## src/rtl/conv_pkg.sv

```systemverilog
// rtl/conv_pkg.sv - shared constants, FSM state type and psum clamp helper
package conv_pkg;

  localparam int NUM_CH = 32;
  localparam int PSUM_W = 16;
  localparam int GLB_AW = 32;

  typedef enum logic [2:0] {
    IDLE,
    SCAN,
    POP,
    CAPT,
    WRITE,
    DONE
  } opsum_wb_state_t;

  // Clamp each signed psum half of a packed word to zero when negative.
  function automatic logic [2*PSUM_W-1:0] relu_pair(input logic [2*PSUM_W-1:0] word);
    logic [2*PSUM_W-1:0] res;
    res[2*PSUM_W-1:PSUM_W] = word[2*PSUM_W-1] ? '0 : word[2*PSUM_W-1:PSUM_W];
    res[PSUM_W-1:0]        = word[PSUM_W-1]   ? '0 : word[PSUM_W-1:0];
    return res;
  endfunction

endpackage

```

## src/rtl/opsum_writeback_if.sv

```systemverilog
// rtl/opsum_writeback_if.sv - GLB write request bus with ready backpressure
interface opsum_writeback_if;
  import conv_pkg::*;

  logic              glb_we_o;
  logic [GLB_AW-1:0] glb_addr_o;
  logic [31:0]       glb_wdata_o;
  logic              glb_ready_i;

  modport master (output glb_we_o, output glb_addr_o, output glb_wdata_o, input glb_ready_i);
  modport slave  (input glb_we_o, input glb_addr_o, input glb_wdata_o, output glb_ready_i);

endinterface

```

## src/rtl/opsum_wb_addr_gen.sv

```systemverilog
// rtl/opsum_wb_addr_gen.sv - word-major channel/word counters and GLB address accumulators
module opsum_wb_addr_gen
  import conv_pkg::*;
(
  input  logic              clk,
  input  logic              rst,
  input  logic              load,
  input  logic              step,
  input  logic [GLB_AW-1:0] base_i,
  input  logic [GLB_AW-1:0] stride_i,
  input  logic [5:0]        ch_num_i,
  input  logic [15:0]       words_i,
  output logic [4:0]        ch_o,
  output logic [GLB_AW-1:0] addr_o,
  output logic              last_o
);

  logic [GLB_AW-1:0] base_r;
  logic [GLB_AW-1:0] stride_r;
  logic [5:0]        ch_num_r;
  logic [15:0]       words_r;
  logic [GLB_AW-1:0] ch_base;
  logic [GLB_AW-1:0] word_off;
  logic [4:0]        ch_r;
  logic [15:0]       w_r;
  logic              last_ch;
  logic              last_word;

  assign last_ch   = ({1'b0, ch_r} == (ch_num_r - 6'd1));
  assign last_word = (w_r == (words_r - 16'd1));
  assign last_o    = last_ch && last_word;
  assign ch_o      = ch_r;
  // Address wraps modulo 2^32 by construction of the adder width.
  assign addr_o    = ch_base + word_off;

  // Latch job configuration on load; on each accepted write step the channel,
  // rewinding to channel 0 and bumping the word offset when the channel wraps.
  always_ff @(posedge clk) begin
    if (rst) begin
      base_r   <= '0;
      stride_r <= '0;
      ch_num_r <= '0;
      words_r  <= '0;
      ch_base  <= '0;
      word_off <= '0;
      ch_r     <= '0;
      w_r      <= '0;
    end else if (load) begin
      base_r   <= base_i;
      stride_r <= stride_i;
      ch_num_r <= ch_num_i;
      words_r  <= words_i;
      ch_base  <= base_i;
      word_off <= '0;
      ch_r     <= '0;
      w_r      <= '0;
    end else if (step) begin
      if (last_ch) begin
        ch_r     <= '0;
        ch_base  <= base_r;
        word_off <= word_off + 32'd4;
        w_r      <= w_r + 16'd1;
      end else begin
        ch_r    <= ch_r + 5'd1;
        ch_base <= ch_base + stride_r;
      end
    end
  end

endmodule

```

## src/rtl/opsum_writeback.sv

```systemverilog
// rtl/opsum_writeback.sv - drains opsum FIFOs word-major into GLB; optional psum clamp via OPSUM_WB_RELU_EN
module opsum_writeback
  import conv_pkg::*;
(
  input  logic                          clk,
  input  logic                          rst,
  input  logic                          start_i,
  input  logic [5:0]                    ch_num_i,
  input  logic [15:0]                   words_per_ch_i,
  input  logic [GLB_AW-1:0]             glb_base_addr_i,
  input  logic [GLB_AW-1:0]             ch_stride_i,
  input  logic [NUM_CH-1:0]             opsum_fifo_empty,
  input  logic [NUM_CH-1:0][31:0]       opsum_pop_data,
  output logic [NUM_CH-1:0]             opsum_pop_en,
  output logic [NUM_CH-1:0]             opsum_pop_mod,
  opsum_writeback_if.master             glb,
  output logic                          busy_o,
  output logic                          done_o
);

  opsum_wb_state_t   state;
  logic [4:0]        ch;
  logic [GLB_AW-1:0] gen_addr;
  logic              last_xfer;
  logic              load;
  logic              step;
  logic [NUM_CH-1:0] ch_sel;
  logic [31:0]       capt_word;

  assign load = (state == IDLE) && start_i;
  assign step = (state == WRITE) && glb.glb_ready_i;

  opsum_wb_addr_gen u_addr_gen (
    .clk      (clk),
    .rst      (rst),
    .load     (load),
    .step     (step),
    .base_i   (glb_base_addr_i),
    .stride_i (ch_stride_i),
    .ch_num_i (ch_num_i),
    .words_i  (words_per_ch_i),
    .ch_o     (ch),
    .addr_o   (gen_addr),
    .last_o   (last_xfer)
  );

  // One-hot channel select and the word that will be written for this channel.
  always_comb begin
    ch_sel = '0;
    ch_sel[ch] = 1'b1;
`ifdef OPSUM_WB_RELU_EN
    capt_word = relu_pair(opsum_pop_data[ch]);
`else
    capt_word = opsum_pop_data[ch];
`endif
  end

  // Drain FSM; every output is registered and changes together with the state.
  always_ff @(posedge clk) begin
    if (rst) begin
      state           <= IDLE;
      opsum_pop_en    <= '0;
      opsum_pop_mod   <= '0;
      glb.glb_we_o    <= 1'b0;
      glb.glb_addr_o  <= '0;
      glb.glb_wdata_o <= '0;
      busy_o          <= 1'b0;
      done_o          <= 1'b0;
    end else begin
      done_o <= 1'b0;
      case (state)
        IDLE: begin
          if (start_i) begin
            busy_o <= 1'b1;
            if (ch_num_i == 6'd0 || words_per_ch_i == 16'd0) state <= DONE;
            else                                              state <= SCAN;
          end
        end
        SCAN: begin
          if (!opsum_fifo_empty[ch]) begin
            opsum_pop_en  <= ch_sel;
            opsum_pop_mod <= ch_sel;
            state         <= POP;
          end
        end
        POP: begin
          opsum_pop_en  <= '0;
          opsum_pop_mod <= '0;
          state         <= CAPT;
        end
        CAPT: begin
          glb.glb_we_o    <= 1'b1;
          glb.glb_addr_o  <= gen_addr;
          glb.glb_wdata_o <= capt_word;
          state           <= WRITE;
        end
        WRITE: begin
          if (glb.glb_ready_i) begin
            glb.glb_we_o <= 1'b0;
            state        <= last_xfer ? DONE : SCAN;
          end
        end
        DONE: begin
          done_o <= 1'b1;
          busy_o <= 1'b0;
          state  <= IDLE;
        end
        default: state <= IDLE;
      endcase
    end
  end

endmodule

```

## src/flat_wrapper.sv

```systemverilog
// flat-port wrapper written by rule: the top's interface ports become plain ports
module opsum_writeback_flat import conv_pkg::*;
  (clk, rst, start_i, ch_num_i, words_per_ch_i, glb_base_addr_i, ch_stride_i, opsum_fifo_empty, opsum_pop_data, opsum_pop_en, opsum_pop_mod, busy_o, done_o, glb_glb_we_o, glb_glb_addr_o, glb_glb_wdata_o, glb_glb_ready_i);
  opsum_writeback_if glb_i ();
  input  logic clk;
  input  logic rst;
  input  logic start_i;
  input  logic [5:0] ch_num_i;
  input  logic [15:0] words_per_ch_i;
  input  logic [GLB_AW-1:0] glb_base_addr_i;
  input  logic [GLB_AW-1:0] ch_stride_i;
  input  logic [NUM_CH-1:0] opsum_fifo_empty;
  input  logic [NUM_CH-1:0][31:0] opsum_pop_data;
  output logic [NUM_CH-1:0] opsum_pop_en;
  output logic [NUM_CH-1:0] opsum_pop_mod;
  output logic busy_o;
  output logic done_o;
  output wire logic [$bits(glb_i.glb_we_o)-1:0] glb_glb_we_o;
  output wire logic [$bits(glb_i.glb_addr_o)-1:0] glb_glb_addr_o;
  output wire logic [$bits(glb_i.glb_wdata_o)-1:0] glb_glb_wdata_o;
  input wire logic [$bits(glb_i.glb_ready_i)-1:0] glb_glb_ready_i;
  assign glb_glb_we_o = glb_i.glb_we_o;
  assign glb_glb_addr_o = glb_i.glb_addr_o;
  assign glb_glb_wdata_o = glb_i.glb_wdata_o;
  assign glb_i.glb_ready_i = glb_glb_ready_i;
  opsum_writeback u_core (.clk(clk), .rst(rst), .start_i(start_i), .ch_num_i(ch_num_i), .words_per_ch_i(words_per_ch_i), .glb_base_addr_i(glb_base_addr_i), .ch_stride_i(ch_stride_i), .opsum_fifo_empty(opsum_fifo_empty), .opsum_pop_data(opsum_pop_data), .opsum_pop_en(opsum_pop_en), .opsum_pop_mod(opsum_pop_mod), .glb(glb_i), .busy_o(busy_o), .done_o(done_o));
endmodule
```

## config.mk

```make
export PLATFORM = sky130hd
export DESIGN_NAME = opsum_writeback_flat
export DESIGN_NICKNAME = d
export VERILOG_FILES = /design/src/rtl/conv_pkg.sv /design/src/rtl/opsum_writeback_if.sv /design/src/rtl/opsum_wb_addr_gen.sv /design/src/rtl/opsum_writeback.sv /design/src/flat_wrapper.sv
export SDC_FILE = /design/constraint.sdc
export NUM_CORES = 1
export LEC_CHECK = 0
export BUFFER_PORTS_ARGS = -buffer_cell sky130_fd_sc_hd__buf_2
export CORE_AREA = 3 3 498 500
export DETAILED_ROUTE_END_ITERATION = 10
export DIE_AREA = 0 0 501 503
export PLACE_DENSITY = 0.33
export REMOVE_ABC_BUFFERS = 1
export SLEW_MARGIN = 30
export SYNTH_ARGS = -nofsm -noshare
export SYNTH_HDL_FRONTEND = slang
export SYNTH_HIERARCHICAL = 1
export SYNTH_SLANG_ARGS = --single-unit
export TNS_END_PERCENT = 1
```

## constraint.sdc

```tcl
create_clock -name clk -period 4.5 [get_ports clk]
set_clock_uncertainty 0.2 [all_clocks]
set_input_delay 0.9 -clock clk [delete_from_list [all_inputs] [get_ports clk]]
set_output_delay 0.9 -clock clk [all_outputs]
set_load 0.005 [all_outputs]
```

; ---- Yosys cells after proc, flatten, opt, wreduce, memory -nomap -nowiden
; Cells that the tools add are included.
[totals]
reg_bits = 273
in_bits = 1146
output_inout_bits = 131
word_cells = 75
[op_classes]
addsub = 7
magnitude_cmp = 2
eq_ne = 10
muxes = 23
reduce_logical = 18
[ops]
columns = operator, count
row1 = $bmux 32 s5, 1
row2 = $mux 32, 5
row3 = $add 32x32->32, 2
row4 = $pmux 32 s2, 1
row5 = $add 32x3->32 const B, 1
row6 = $add 16x1->16 const B, 1
row7 = $eq 16x16->1, 1
row8 = $logic_not 16->1, 1
row9 = $sub 16x1->16 const B, 1
row10 = $mux 3, 5
row11 = $pmux 3 s5, 1
row12 = $reduce_and 2->1, 4
row13 = $reduce_bool 2->1, 4
row14 = $eq 3x2->1 const B, 2
row15 = $eq 3x3->1 const B, 2
row16 = $eq 5x6->1, 1
row17 = $logic_not 6->1, 1
row18 = $lt 5x6->1 const B, 1
row19 = $ne 2x2->1 const B, 3
row20 = $sub 6x1->6 const B, 1
row21 = $add 5x1->5 const B, 1
row22 = $bmux 1 s5, 1
row23 = $demux 1 s5, 1
row24 = $ge 5x1->1 const B, 1
row25 = other kinds (9), 17

; ---- Logic depth before layout (Yosys ltp)
[depth]
word_depth = 6
ltp_mapped = 14
depth_no_buf = 13

; ---- Hierarchy
; The synthesis kept the hierarchy.
[modules_own_cells]
columns = module, instances, cells_per_inst, area_per_inst_um2, seq_area_each_um2
row1 = opsum_writeback, 1, 1124, 12394.4, 2042.0
row2 = opsum_wb_addr_gen, 1, 1247, 10353.7, 3383.2

; ---- Worst setup path before layout
; No wires, ideal clock.
[synth_path]
kind = reg-to-reg
startpoint = reg u_core.u_addr_gen.ch_base[0]
endpoint = reg u_core.u_addr_gen.ch_base[28]
setup_time_ps = 74
t_arrival_ps = 3014
t_required_ps = 4226
slack_ps = 1211
stages_incl_launch_ff = 12
n_path_buf = 0
period_less_slack_ps = 3289
cell_sequence = dfxtp_1 > ha_1 > fa_1 > a211oi_1 > o21bai_1 > o211ai_1 > a21boi_1 > a2111oi_2 > o21a_1 > nor3b_1 > or4b_1 > a31oi_1
[synth_via]
elab_chain_len = 4
[synth_lines]
columns = item, line
row1 = start: declaration, opsum_wb_addr_gen.sv:22  ; logic [GLB_AW-1:0] ch_base;
row2 = start signal: assignment, opsum_wb_addr_gen.sv:53  ; ch_base <= base_i;
row3 = start signal: assignment, opsum_wb_addr_gen.sv:60  ; ch_base <= base_r;
row4 = start signal: assignment, opsum_wb_addr_gen.sv:65  ; ch_base <= ch_base + stride_r;
row5 = $add 32x32->32, opsum_wb_addr_gen.sv:65
row6 = $mux 32, opsum_wb_addr_gen.sv:58  ; if (last_ch) begin
row7 = $mux 32, opsum_wb_addr_gen.sv:57  ; end else if (step) begin
row8 = $mux 32, opsum_wb_addr_gen.sv:48  ; end else if (load) begin
; Every way passes these cells. The select of a mux whose other input is x is not followed.
; A chain may end at the register's enable or synchronous reset.

; ---- Worst setup path after layout
; Ends and elaborated chain as after synthesis.

==> results.ini <==
[setup_path]
cp-end-kind=register
arrival_ns=4.37
crit_required_ns=4.83
start_kind=register
path_max_fanout=6
critPathKind=register to register

[detailed_routing]
drc=0
final_antenna_net_count=0
wl_met2_um=98580
avgViaCountPerCell=3.791
wl_per_cell_um=29.44
vias=25978
wl_met3_um=19070
m1WireLength_um=78130
topRoutingLayerUsed=met5
drt_iter0_drc=1909
finalWirelength_um=201800
dr.pass1.iters=7

[placement]
port-buffer-count=1276
dpl.hpwl_um=175700
place_inst=6709
place.gp.congestion=0.9347
place_ws_ns=0.5219

[timing]
max_freq_ghz=0.2473
setup_slack_ns=0.4559
slew_violations=0
min_period_ns=4.044
setup_tns_ns=0
hold_viol_final=0
fin_crit_sh=0.8987
setup_viol=0
slew_headroom=0.4192
rsz0062_at_grt=false
max_slew.worst_pin.slew_ns=0.8712

[synth]
ys_seq_area_frac=0.2385
async_reset_ff_frac=0
netlist_instances=2371
yosysUniqueCellTypes=71
synthesis.area_um2=22750
avgSynthCellArea_um2=9.594
ys.warnings.count=6
synth_edf_count=0
ys_seq_elements=271
synth_top_flop_cell=dfxtp_1

[clock_tree]
cts.clk_slew.worst_paths_ns=0.06
cts_buffers=43
clock_sinks=271
htree_num_levels=2
cts_hold_buf=0
cts.repair.resized=0
clk_path_buf_depth=3
clk_latency_ns=0.66
post_cts_buffers=0
cts_tree=yes
cts_root_buf=clkbuf_16

[floorplan]
die_w_um=501
io_pins=1277
die_h_um=503
core-area_um2=243500
die_area_um2=252000
start_util=0.09344
rows=181

[cells_and_area]
drive_above_1_share=0.4823
final_cell_mix=buf_2, dfxtp_1, mux4_2
final_common_cell=buf_2
layoutNonFillerInstCount=6853
syn_to_final_growth_pct=51.19
fin_nets=4765

[run]
cap_violations=0

[pwr]
leakage_nw=13.82
powerDensity_nw_per_um2=228.8
peakVddDrop_mv=0.2851
p_total_mw=7.868

[global_route]
track_usage=0.1527
grt_pass1_vias=25625
grt_max_degree=116
grt_overflow=0
grt_first_pass_wirelength_um=255100
antenna_found_initial=193

[outcome]
status=completed

[worst_hold_path]
min_path_type=register to register

## metrics by stage
step           area, um2  hold slack (ns)  utilization
3_3_place_gp       32770           0.2474       0.1346
6_report           34390           0.2552       0.1413
4_1_cts            34210           0.1768       0.1405
3_5_place_dp       32780           0.2486       0.1347
5_1_grt            34330           0.2291       0.1410
2_1_floorplan      21560           0.2431            -
## layer usage
metal | up-vias | global-route usage
li1 | 11425 | -
met1 | 12821 | 0.1807
met2 | 1272 | 0.2653
met3 | 380 | 0.05173
met4 | 80 | 0.03367
met5 | - | 0
## final cells by class
type,count,area [um2]
clock inverters,19,221.5
multi-input cells,1857,16150
inverters,26,98.84
fillers,27852,209100
diodes,70,175.2
flip-flops and latches,271,5444
well taps,3202,4006
clock buffers,55,1201
repair buffers,1353,7098
## cell usage after synthesis (all sizes together), types with 27 or more instances
cell	n	share of area
a21o	39	0.013
mux4	260	0.26
xor2	54	0.021
ha	65	0.036
nand2b	42	0.012
a22oi	34	0.011
nand2	237	0.039
nor3	49	0.011
dfxtp	271	0.24
o21ai	57	0.013
buf	131	0.038
a21oi	172	0.038
xnor2	65	0.025
clkbuf	86	0.014
a211oi	27	0.0091
nor2	255	0.042
mux2i	153	0.067
nand3	41	0.0090
## logic make-up (layout without fill, tap and decap cells)
logic type | count (synthesis) | count (layout) | synth area share
buffers and inverters | 243 | 1453 | 0.05654
adders and majority gates | 67 | 67 | 0.03751
DFF | 271 | 271 | 0.2385
muxes | 426 | 426 | 0.3317
AOI/OAI and AO/OA | 481 | 481 | 0.1356
other | 0 | 70 | 0
xor gates and xnor gates | 119 | 119 | 0.04582
and+or+nand+nor | 764 | 764 | 0.1543
## critical path: stages (launching register included)
cell and delay (ns):
dfxtp_1 0.33, ha_1 0.23, fa_1 0.45, a211oi_1 0.34
o21bai_1 0.23, o211ai_1 0.33, a21boi_1 0.26, a2111oi_2 0.54
o21a_1 0.26, nor3b_1 0.07, or4b_1 0.50, a31oi_1 0.16
## sequential cells by signal, summed over array words and instances, names as in the netlist
register	count
u_core/u_addr_gen/ch_num_r	6
u_core/u_addr_gen/stride_r	32
u_core/u_addr_gen/base_r	32
u_core/busy_o	1
u_core/u_addr_gen/ch_base	32
u_core/opsum_pop_mod	32
u_core/glb.glb_we_o	1
u_core/glb.glb_wdata_o	32
u_core/u_addr_gen/words_r	16
u_core/glb.glb_addr_o	32
u_core/u_addr_gen/word_off	30
u_core/u_addr_gen/ch_o	5
u_core/u_addr_gen/w_r	16
u_core/done_o	1
u_core/state	3
## power breakdown
part,switching (mW),internal (mW),total (mW)
clock,1.49,2.06,3.56
sequential,0.0945,2.49,2.59
combinational,0.881,0.846,1.73
total,2.47,5.40,7.87
## path summary, 6_finish.rpt
path	start	end	slack [ns]	depth (start not counted)
setup / recovery	u_core/u_addr_gen/ch_base[0]	u_core/u_addr_gen/ch_base[28]	0.46	11
hold / removal	u_core/glb.glb_addr_o[25]	u_core/glb.glb_addr_o[25]	0.26	2
setup reg to reg	u_core/u_addr_gen/ch_base[0]	u_core/u_addr_gen/ch_base[28]	0.46	11
hold reg to reg	u_core/glb.glb_addr_o[25]	u_core/glb.glb_addr_o[25]	0.26	2
(Power assumes the default switching activity.)
